### src/rtl/frame_tx_controller.sv
// frame_tx_controller
//
// Streams a block of bytes from a synchronous-read buffer out of an 8N1 UART
// serializer. The byte sequence is: optional SYNC_BYTE header, payload bytes
// from buffer addresses 0..len-1, then an optional 8-bit additive checksum of
// the payload. After the last stop bit the block stays busy for GAP_CYCLES
// cycles before it returns to IDLE.
//
// Ports
//   clk          system clock
//   rst          asynchronous, active-high reset
//   tx_start     frame request, only sampled in IDLE
//   tx_len       payload length (0 = ignore request, clamped to 2^ADDR_W)
//   tx_abort     finish the byte currently on the line, then skip to the gap
//   rd_data      buffer read data, valid one cycle after rd_adress
//   rd_adress    buffer read address (0 whenever idle)
//   UART_TxD     serial line, idle high
//   tx_busy      high from frame start until the end of the guard interval
//   tx_complete  one-cycle pulse when the frame ends
//   tx_aborted   last frame was aborted; held until the next accepted start
//   state_dbg    current FSM state (IDLE=0, FETCH=1, SHIFT=2, GAP=3)
//
// Request handshake: a request is taken in any cycle where the FSM is IDLE,
// tx_start is 1 and tx_len is non-zero; tx_busy then rises on the next cycle
// and stays high until the end of the frame, and tx_start is ignored while
// tx_busy is high. tx_complete marks the first cycle back in IDLE.
//
// DIV = CLK_HZ/BAUD must be an integer of at least 2; GAP_CYCLES must be >= 1.

module frame_tx_controller #(
  parameter int         ADDR_W      = 9,
  parameter int         CLK_HZ      = 10000000,
  parameter int         BAUD        = 500000,
  parameter bit         HEADER_EN   = 1'b1,
  parameter logic [7:0] SYNC_BYTE   = 8'hA5,
  parameter bit         CHECKSUM_EN = 1'b1,
  parameter int         GAP_CYCLES  = 200000
) (
  input  logic              clk,
  input  logic              rst,
  input  logic              tx_start,
  input  logic [ADDR_W:0]   tx_len,
  input  logic              tx_abort,
  input  logic [7:0]        rd_data,
  output logic [ADDR_W-1:0] rd_adress,
  output logic              UART_TxD,
  output logic              tx_busy,
  output logic              tx_complete,
  output logic              tx_aborted,
  output logic [1:0]        state_dbg
);

  localparam int DIV   = CLK_HZ / BAUD;
  localparam int DIV_W = (DIV > 2) ? $clog2(DIV) : 1;
  localparam int GAP_W = (GAP_CYCLES > 1) ? $clog2(GAP_CYCLES) : 1;

  localparam logic [DIV_W-1:0]  DIV_LAST = DIV_W'(DIV - 1);
  localparam logic [GAP_W-1:0]  GAP_LAST = GAP_W'(GAP_CYCLES - 1);
  localparam logic [ADDR_W:0]   MAX_LEN  = {1'b1, {ADDR_W{1'b0}}};

  typedef enum logic [1:0] {S_IDLE, S_FETCH, S_SHIFT, S_GAP} state_t;
  // Which kind of byte is currently in the shift register.
  typedef enum logic [1:0] {K_HDR, K_PAY, K_CSUM} kind_t;

  state_t            state, state_d;
  kind_t             kind, kind_d;
  logic [7:0]        sh, sh_d;
  logic [DIV_W-1:0]  div_cnt, div_d;
  logic [3:0]        bit_cnt, bit_d;
  logic [GAP_W-1:0]  gap_cnt, gap_d;
  logic [ADDR_W:0]   len_q, len_d;
  logic [ADDR_W:0]   loaded_cnt, loaded_d;
  logic [7:0]        csum, csum_d;
  logic              abort_pend, abort_pend_d;
  logic [ADDR_W-1:0] addr_d;
  logic              txd_d, busy_d, complete_d, aborted_d;
  logic              load_pay;

  assign state_dbg = state;

  always_ff @(posedge clk or posedge rst) begin
    if (rst) begin
      state       <= S_IDLE;
      kind        <= K_HDR;
      sh          <= '0;
      div_cnt     <= '0;
      bit_cnt     <= '0;
      gap_cnt     <= '0;
      len_q       <= '0;
      loaded_cnt  <= '0;
      csum        <= '0;
      abort_pend  <= 1'b0;
      rd_adress   <= '0;
      UART_TxD    <= 1'b1;
      tx_busy     <= 1'b0;
      tx_complete <= 1'b0;
      tx_aborted  <= 1'b0;
    end else begin
      state       <= state_d;
      kind        <= kind_d;
      sh          <= sh_d;
      div_cnt     <= div_d;
      bit_cnt     <= bit_d;
      gap_cnt     <= gap_d;
      len_q       <= len_d;
      loaded_cnt  <= loaded_d;
      csum        <= csum_d;
      abort_pend  <= abort_pend_d;
      rd_adress   <= addr_d;
      UART_TxD    <= txd_d;
      tx_busy     <= busy_d;
      tx_complete <= complete_d;
      tx_aborted  <= aborted_d;
    end
  end

  always_comb begin
    state_d      = state;
    kind_d       = kind;
    sh_d         = sh;
    div_d        = div_cnt;
    bit_d        = bit_cnt;
    gap_d        = gap_cnt;
    len_d        = len_q;
    loaded_d     = loaded_cnt;
    csum_d       = csum;
    abort_pend_d = abort_pend;
    addr_d       = rd_adress;
    txd_d        = UART_TxD;
    busy_d       = tx_busy;
    complete_d   = 1'b0;
    aborted_d    = tx_aborted;
    load_pay     = 1'b0;

    case (state)
      S_IDLE: begin
        if (tx_start && (tx_len != '0)) begin
          len_d        = (tx_len > MAX_LEN) ? MAX_LEN : tx_len;
          loaded_d     = '0;
          csum_d       = '0;
          abort_pend_d = 1'b0;
          aborted_d    = 1'b0;
          busy_d       = 1'b1;
          if (HEADER_EN) begin
            // Header needs no buffer read, so its start bit goes out at once
            // while payload byte 0 is read from address 0 in the background.
            sh_d    = SYNC_BYTE;
            kind_d  = K_HDR;
            txd_d   = 1'b0;
            div_d   = '0;
            bit_d   = '0;
            state_d = S_SHIFT;
          end else begin
            state_d = S_FETCH;
          end
        end
      end

      S_FETCH: load_pay = 1'b1;

      S_SHIFT: begin
        if (tx_abort) abort_pend_d = 1'b1;
        if (div_cnt != DIV_LAST) begin
          div_d = div_cnt + 1'b1;
        end else begin
          div_d = '0;
          if (bit_cnt != 4'd9) begin
            // bit_cnt 0 = start, 1..8 = data LSB first, 9 = stop
            bit_d = bit_cnt + 4'd1;
            if (bit_cnt == 4'd8) begin
              txd_d = 1'b1;
            end else begin
              txd_d = sh[0];
              sh_d  = {1'b0, sh[7:1]};
            end
          end else if (tx_abort || abort_pend) begin
            aborted_d = 1'b1;
            gap_d     = GAP_LAST;
            state_d   = S_GAP;
          end else if ((kind == K_HDR) || ((kind == K_PAY) && (loaded_cnt < len_q))) begin
            // Next payload byte was prefetched during this byte.
            load_pay = 1'b1;
          end else if ((kind == K_PAY) && CHECKSUM_EN) begin
            sh_d   = csum;
            kind_d = K_CSUM;
            txd_d  = 1'b0;
            bit_d  = '0;
          end else begin
            gap_d   = GAP_LAST;
            state_d = S_GAP;
          end
        end
      end

      S_GAP: begin
        if (gap_cnt == '0) begin
          state_d    = S_IDLE;
          busy_d     = 1'b0;
          complete_d = 1'b1;
          addr_d     = '0;
        end else begin
          gap_d = gap_cnt - 1'b1;
        end
      end

      default: state_d = S_IDLE;
    endcase

    if (load_pay) begin
      sh_d     = rd_data;
      csum_d   = csum + rd_data;
      loaded_d = loaded_cnt + 1'b1;
      kind_d   = K_PAY;
      txd_d    = 1'b0;
      div_d    = '0;
      bit_d    = '0;
      state_d  = S_SHIFT;
      // Advance only while another payload byte remains, so a full-size frame
      // parks on the top address instead of wrapping to 0 mid-frame.
      if ((loaded_cnt + 1'b1) < len_q) addr_d = rd_adress + 1'b1;
    end
  end

endmodule

### config.mk
export PLATFORM = sky130hd
export DESIGN_NAME = frame_tx_controller
export DESIGN_NICKNAME = d
export VERILOG_FILES = /design/src/rtl/frame_tx_controller.sv
export SDC_FILE = /design/constraint.sdc
export NUM_CORES = 1
export LEC_CHECK = 0
export CAP_MARGIN = 15
export CORE_MARGIN = 3
export CORE_UTILIZATION = 50
export DETAILED_ROUTE_END_ITERATION = 12
export PLACE_DENSITY = 0.7
export SETUP_SLACK_MARGIN = 0.3
export SYNTH_ARGS = -nofsm -noshare
export SYNTH_HDL_FRONTEND = slang
export SYNTH_SLANG_ARGS = --single-unit
### constraint.sdc
create_clock -name clk -period 4 [get_ports clk]
set_input_delay 0.8 -clock clk [delete_from_list [all_inputs] [get_ports clk]]
set_output_delay 0.8 -clock clk [all_outputs]
set_load 0.01 [all_outputs]
==> summary.txt, run 1 <==
status: completed
clock power share: 38.2%
CP Buf/Inv Count: 1
NumNets Final: 641
min Tclk post-route: 3310 ps
CP top delay family: compound AO/OA/AOI/OAI gates
GP Congestion: 0.883
yosys warns: 0
worst-case clock buffer depth: 2
# diodes: 0
sw frac: 23.3%
Mapped Nets: 609
filler instances: 853
CP arrival: 3590 ps
power per cell area: 245 nW/µm²
unrepaired setup endpoints after global routing: no
critical path class: flop to flop
number of synthesized register bits: 81
Core Region: 9860 µm²
Net Switching: 0.331 mW
max-slew violations: 0
clock-pin slew on the worst setup and hold paths: 90 ps
die area: 11500 µm²
Post-Layout Inst Area: 5780 µm²
Synth Flop Type: dfrtp_1
library cells used by synthesis: 70
Fin Setup TNS: 0 ps
drt wl/cell: 15.9 µm
Final Hold Viols: 0
skew final: 12.9 ps
vias in the first global route: 4065
Slowest-stage cell, CP: a211oi_4
DP HPWL: 8270 µm
TritonCTS Buffers: 9
Clk Latency, worst-skew pair: 360 ps
final wirelength: 11500 µm
share of post-route cells with drive strength above 1: 9.39%
post-CTS setup buffers: 0
largest net degree at the start of global routing: 49
Min-Delay Path Class: flop to flop
f_max: 302 MHz
Total Routing Usage GR: 21.3%
Post-Syn Instances: 549
Syn Area/Cell: 9.35 µm²
clock root buffer: clkbuf_8
Max-slew headroom: 43.1%
sequential power share: 57.8%
period utilization: 82.6%
crit path max fanout: 9
CP Launch Type: flop
Die Wd: 107 µm
Gates resized, CTS repair: 0
Vias/cell: 5.77
Max-Cap Viols: 0
dpl cell area: 5610 µm²
htree depth: 3
Detailed Route Iter0 Violations: 183
clock sink count: 81
crit path cell chain: ha_1 -> nand3_1 -> or3_1 -> nand2_1 -> ha_1 -> a211oi_1 -> a31oi_1 -> a211oi_4 -> buf_4 -> mux2_2 -> a21oi_1
Worst Setup End Kind: flop
Post-synth EDFFs: 0
Least-Margin Pin Slew: 853 ps
peak supply drop: 217 µV
Final ANT Viol Nets: 0
Residual DRC: 0
Synth Cell Area: 5130 µm²
Non-Filler Instances: 719
CTS tree: built
synth top area cells: dfrtp_1, ha_1, nand2_1
asr flop ratio synth: 100%
worst path required time: 4280 ps
cell accounting for the most synthesized area: dfrtp_1
number of hold buffers added after cts: 0
Worst path max stage delay: 470 ps
post-synthesis sequential area ratio: 39.5%
Gate power share: 4.1%
internal power: 1.09 mW
post-synth top area share: 39.0%
Rows: 36
Critical Path Most Common Cell: ha_1
P_leak: 2.72 nW
first-pass GRT wire length: 19700 µm
die height: 107 µm
I/O Buffers: 36
Vias: 4146
initial core utilization: 52.0%
Layout area overhead: 12.7%
GR Overflow Total: 0
drt first pass iters: 5
setup violators final: 0
placed cell count: 703
IO Pins: 37
initial antenna violation count: 0
[power by group through the flow]
stage,logic [mW],registers (mW),clock network [mW]
after global placement,0.0578,0.835,0
final,0.0575,0.819,0.541
after CTS,0.0589,0.819,0.563
after detailed placement,0.0586,0.835,0
after floorplan,0.0224,0.835,0
after global routing,0.0641,0.819,0.594
[worst reg2reg max path, cell delays in order (launching register included)]
cell      delay, ps
dfrtp_1         440
ha_1            260
nand3_1         180
or3_1           410
nand2_1          80
ha_1            260
a211oi_1        220
a31oi_1         200
a211oi_4        470
buf_4           240
mux2_2          340
a21oi_1         150
[sequential cells by signal (all words and copies together), names as in the netlist, 2 cells and up]
signal,count
gap_cnt,18
len_q,10
loaded_cnt,10
rd_adress,9
csum,8
sh,8
div_cnt,5
bit_cnt,4
kind,2
state_dbg,2
[Yosys cell counts (8+ instances only)]
| cell type | instances |
|---|---|
| nor2_1 | 37 |
| clkbuf_1 | 11 |
| xnor2_1 | 13 |
| dfrtp_1 | 80 |
| nand3b_1 | 13 |
| nand3_1 | 37 |
| o21ai_0 | 34 |
| or3_1 | 8 |
| a31oi_1 | 8 |
| a21oi_1 | 37 |
| nor3_1 | 12 |
| mux2_2 | 13 |
| xor2_1 | 11 |
| ha_1 | 37 |
| nand2_1 | 55 |
| mux2i_1 | 9 |
| inv_1 | 28 |
[placed cells by master (no fill, tap or decap), types with 11 or more instances in the layout]
cell type,synthesis,routed
a21oi_1,37,37
clkdlybuf4s50_1,0,36
dfrtp_1,80,80
ha_1,37,37
inv_1,28,27
mux2_2,13,13
nand2_1,55,55
nand3_1,37,37
nand3b_1,13,13
nor2_1,37,37
nor3_1,12,12
o21ai_0,34,34
xnor2_1,13,13
xor2_1,11,11
[worst paths after layout]
kind | from | end | slack, ps | cells past startpoint
max in group asynchronous | rst | gap_cnt[17] | 2430 | 3
setup / recovery | loaded_cnt[0] | rd_adress[2] | 690 | 11
min in group asynchronous | rst | gap_cnt[1] | 920 | 2
setup reg to reg | loaded_cnt[0] | rd_adress[2] | 690 | 11
hold / removal | UART_TxD | UART_TxD | 470 | 2
hold reg to reg | UART_TxD | UART_TxD | 470 | 2
[cell type report]
type / instances / area [µm²] / share of cell area [%]
Sequential cell: 81 / 2030 / 35.1
Clock inverter: 5 / 31.3 / 0.541
Tap cell: 133 / 166 / 2.88
Clock buffer: 11 / 141 / 2.44
Inverter: 28 / 106 / 1.84
Multi-Input combinational cell: 419 / 2890 / 50.0
Timing Repair Buffer: 42 / 418 / 7.22
[stage by stage]
| stage | hold WS (ps) | utilization, % | total power, mW | setup WS, ps |
|---|---|---|---|---|
| 6_report | 468 | 58.6 | 1.42 | 694 |
| 5_1_grt | 509 | 58.6 | 1.48 | 425 |
| 4_1_cts | 473 | 58.6 | 1.44 | 667 |
| 3_5_place_dp | 462 | 56.9 | 0.894 | 513 |
| 3_3_place_gp | 460 | 56.9 | 0.893 | 591 |
| 2_1_floorplan | 466 | - | 0.858 | 1120 |
[routing by layer]
metal | part of all wire (%) | global-route usage, %
met1 | 46 | 28.5
met2 | 49 | 35.1
met3 | 4.1 | 4.80
met4 | 1.4 | 5.02
met5 | 0 | 0
[cell families after synthesis]
family | synth area share (%)
multiplexers | 5.19
adder cells (fa/ha/maj) | 9.41
XOR/XNOR | 4.10
AND/OR/NAND/NOR | 21.5
flip-flops | 39.5
buffers and inverters | 4.12
AO/OA/AOI/OAI | 16.1
Note: power is estimated with default switching activity, not from simulation.
==> inputs of run 2 (changes only) <==
- PLACE_DENSITY: 0.7 -> 0.72
- clock period: 4 -> 2.8 ns (I/O delays scaled with it)
==> run 2 against run 1 <==
Final area up 20%. Sequential power up 43%. Clock-buffer cell count up 1. Utilization up 12 points. Critical endpoint is now rd_adress[6]. Register-to-register slack worse by 680 ps. Worst hold slack better by 25 ps. Clock power up 49%. First-iteration DRC count up 50%. Total power up 46%. Final cell count up 10%. Highest routed layer unchanged. Routed wire length up 16%. Combinational power up 58%.
==> summary.txt, run 2 (synthesized netlist as in run 1, its figures left out) <==
first-pass GRT wire length: 21500 µm (was 19700 µm)
Clk Latency, worst-skew pair: 360 ps (about the same)
I/O Buffers: 36 (unchanged)
Critical Path Most Common Cell: and3_4 (was ha_1)
drt first pass iters: 5 (unchanged)
cell count of the worst hold path: 2 (unchanged)
Layout area overhead: 34.9% (was 12.7%)
number of hold buffers added after cts: 0 (unchanged)
CP arrival: 3040 ps (was 3590 ps)
Largest register FFs: 18 (unchanged)
skew final: 10.2 ps (was 12.9 ps)
share of post-route cells with drive strength above 1: 29.5% (was 9.39%)
clock sink count: 81 (unchanged)
IO Pins: 37 (unchanged)
CP Launch Type: flop (unchanged)
TritonCTS Buffers: 9 (unchanged)
most flop-heavy register: gap_cnt (unchanged)
Pwr Total: 2.07 mW (was 1.42 mW)
critical path class: flop to flop (unchanged)
GP Congestion: 0.884 (was 0.883)
status: completed (unchanged)
f_max: 359 MHz (was 302 MHz)
setup violators final: 0 (unchanged)
Core Region: 9860 µm² (unchanged)
commonest non-fill, non-tap cell in the layout: dfrtp_1 (unchanged)
peak supply drop: 253 µV (was 217 µV)
clock-pin slew on the worst setup and hold paths: 90 ps (about the same)
Total Routing Usage GR: 23.3% (was 21.3%)
worst path required time: 3060 ps (was 4280 ps)
Net Switching: 0.482 mW (was 0.331 mW)
Top Registers: gap_cnt (18), len_q (10), loaded_cnt (10) (unchanged)
Fin Setup TNS: 0 ps (unchanged)
max-slew violations: 0 (unchanged)
most frequent cells in the layout: dfrtp_1, nand2_1, buf_4 (was dfrtp_1, nand2_1)
DP HPWL: 8800 µm (was 8270 µm)
Die Wd: 107 µm (unchanged)
unrepaired setup endpoints after global routing: yes (was no)
Worst path max stage delay: 430 ps (was 470 ps)
internal power: 1.58 mW (was 1.09 mW)
CTS tree: built (unchanged)
CP Buf/Inv Count: 2 (was 1)
vias in the first global route: 4602 (was 4065)
Residual DRC: 0 (unchanged)
RR Startpoint: loaded_cnt[1] (was loaded_cnt[0])
Final ANT Viol Nets: 0 (unchanged)
crit path cell chain: nand3_2 -> nor2_4 -> and3_4 -> and3_4 -> xor2_2 -> ha_1 -> o211ai_1 -> a31oi_1 -> buf_4 -> a211oi_4 -> buf_6 -> mux2_4 -> a22o_1 (was ha_1 -> nand3_1 -> or3_1 -> nand2_1 -> ha_1 -> a211oi_1 -> a31oi_1 -> a211oi_4 -> buf_4 -> mux2_2 -> a21oi_1)
Least-Margin Pin Slew: 662 ps (was 853 ps)
initial antenna violation count: 0 (unchanged)
CP top delay family: simple AND/OR/NAND/NOR gates (was compound AO/OA/AOI/OAI gates)
Vias: 4669 (was 4146)
Max-Cap Viols: 0 (unchanged)
sw frac: 23.3% (about the same)
WHS Endpoint: UART_TxD (unchanged)
min Tclk post-route: 2780 ps (was 3310 ps)
clock root buffer: clkbuf_8 (unchanged)
R2R setup slack: 20 ps (was 690 ps)
period utilization: 99.4% (was 82.6%)
Vias/cell: 5.90 (was 5.77)
NumNets Final: 713 (was 641)
Max-slew headroom: 55.5% (was 43.1%)
Worst Setup End Kind: flop (unchanged)
sequential power share: 56.6% (was 57.8%)
drt wl/cell: 16.8 µm (was 15.9 µm)
clock power share: 39.0% (was 38.2%)
final wirelength: 13300 µm (was 11500 µm)
htree depth: 3 (unchanged)
worst-case clock buffer depth: 2 (unchanged)
die height: 107 µm (unchanged)
Detailed Route Iter0 Violations: 275 (was 183)
# diodes: 0 (unchanged)
Reg-to-Reg End: rd_adress[6] (was rd_adress[2])
hold_sp: UART_TxD (unchanged)
crit path max fanout: 6 (was 9)
hold slack: 493 ps (was 468 ps)
Min-Delay Path Class: flop to flop (unchanged)
GR Overflow Total: 0 (unchanged)
Slowest-stage cell, CP: dfrtp_1 (was a211oi_4)
Gate power share: 4.4% (was 4.1%)
Final Hold Viols: 0 (unchanged)
Rows: 36 (unchanged)
largest net degree at the start of global routing: 52 (was 49)
initial core utilization: 52.0% (unchanged)
P_leak: 3.19 nW (was 2.72 nW)
die area: 11500 µm² (unchanged)
power per cell area: 298 nW/µm² (was 245 nW/µm²)
Reg2Reg Depth: 13 (was 11)
-- run 2: changes by cell type in the layout (fill, tap and decap cells not counted), moves of 6 or more --
cell     before  now
mux2_4        2   11
o21ai_0      34   25
nand3_2       0    7
a21oi_1      37   30
mux2_2       13    4
a41oi_1       6    0
dfrtp_2       0    7
dfrtp_1      80   73
nand3_1      37   29
o21ai_1       0    9
buf_6         0   21
buf_4         5   49
nor2_1       37   30
-- run 2: worst max-delay path by stage --
stage | from | end | slack, ps | cells after the start
after floorplan | loaded_cnt[0] | rd_adress[6] | 130 | 10
after global routing | loaded_cnt[1] | rd_adress[6] | -60 | 13
after global placement | tx_len[5] | sh[5] | -70 | 9
final | loaded_cnt[1] | rd_adress[6] | 20 | 13
after detailed placement | tx_len[5] | sh[5] | -80 | 9
after CTS | loaded_cnt[1] | rd_adress[6] | 60 | 13
-- run 2: per-stage QoR --
stage	instances	area, µm²	worst slack [ps]	util (%)
after floorplan	549	5170	127	-
final	791	6920	17.2	70.2
after CTS	778	6530	63.4	66.2
after detailed placement	740	5940	-79.3	60.2
after global placement	740	5940	-65.9	60.2
after global routing	791	6920	-57.1	70.2
-- run 2: power groups by stage --
stage | Clock [mW] | Sequential, mW | Combinational [mW]
after global routing | 0.868 | 1.17 | 0.100
after floorplan | 0 | 1.19 | 0.0323
after global placement | 0 | 1.19 | 0.0884
final | 0.805 | 1.17 | 0.0906
after detailed placement | 0 | 1.19 | 0.0899
after CTS | 0.823 | 1.17 | 0.0903
-- run 2: final cells by class --
type / count / area [µm²]
Inverter: 28 / 109
Multi-Input combinational cell: 419 / 3320
Sequential cell: 81 / 2040
Clock buffer: 12 / 155
Timing Repair Buffer: 114 / 1110
Fill cell: 692 / 2940
Clock inverter: 4 / 27.5
Tap cell: 133 / 166
-- run 2: repair_timing --
item                       4_1_cts  5_1_grt
hold endpoints to repair         0        0
gates cloned                     2        1
pin swaps                       15       23
setup buffers                   20       12
gates resized for setup         51       74
setup endpoints to repair       37       64
-- run 2: layer usage --
metal / track usage [%] / routed length [µm]
met1: 29.7 / 5720
met2: 38.2 / 6570
met3: 4.32 / 549
met4: 10.8 / 449
met5: 0 / 0
-- run 2: worst reg2reg max path, stage by stage, from the launching register on --
cell and delay, ps:
dfrtp_1 430, nand3_2 110, nor2_4 120, and3_4 200, and3_4 190, xor2_2 170
ha_1 280, o211ai_1 100, a31oi_1 60, buf_4 150, a211oi_4 180, buf_6 180
mux2_4 300, a22o_1 200
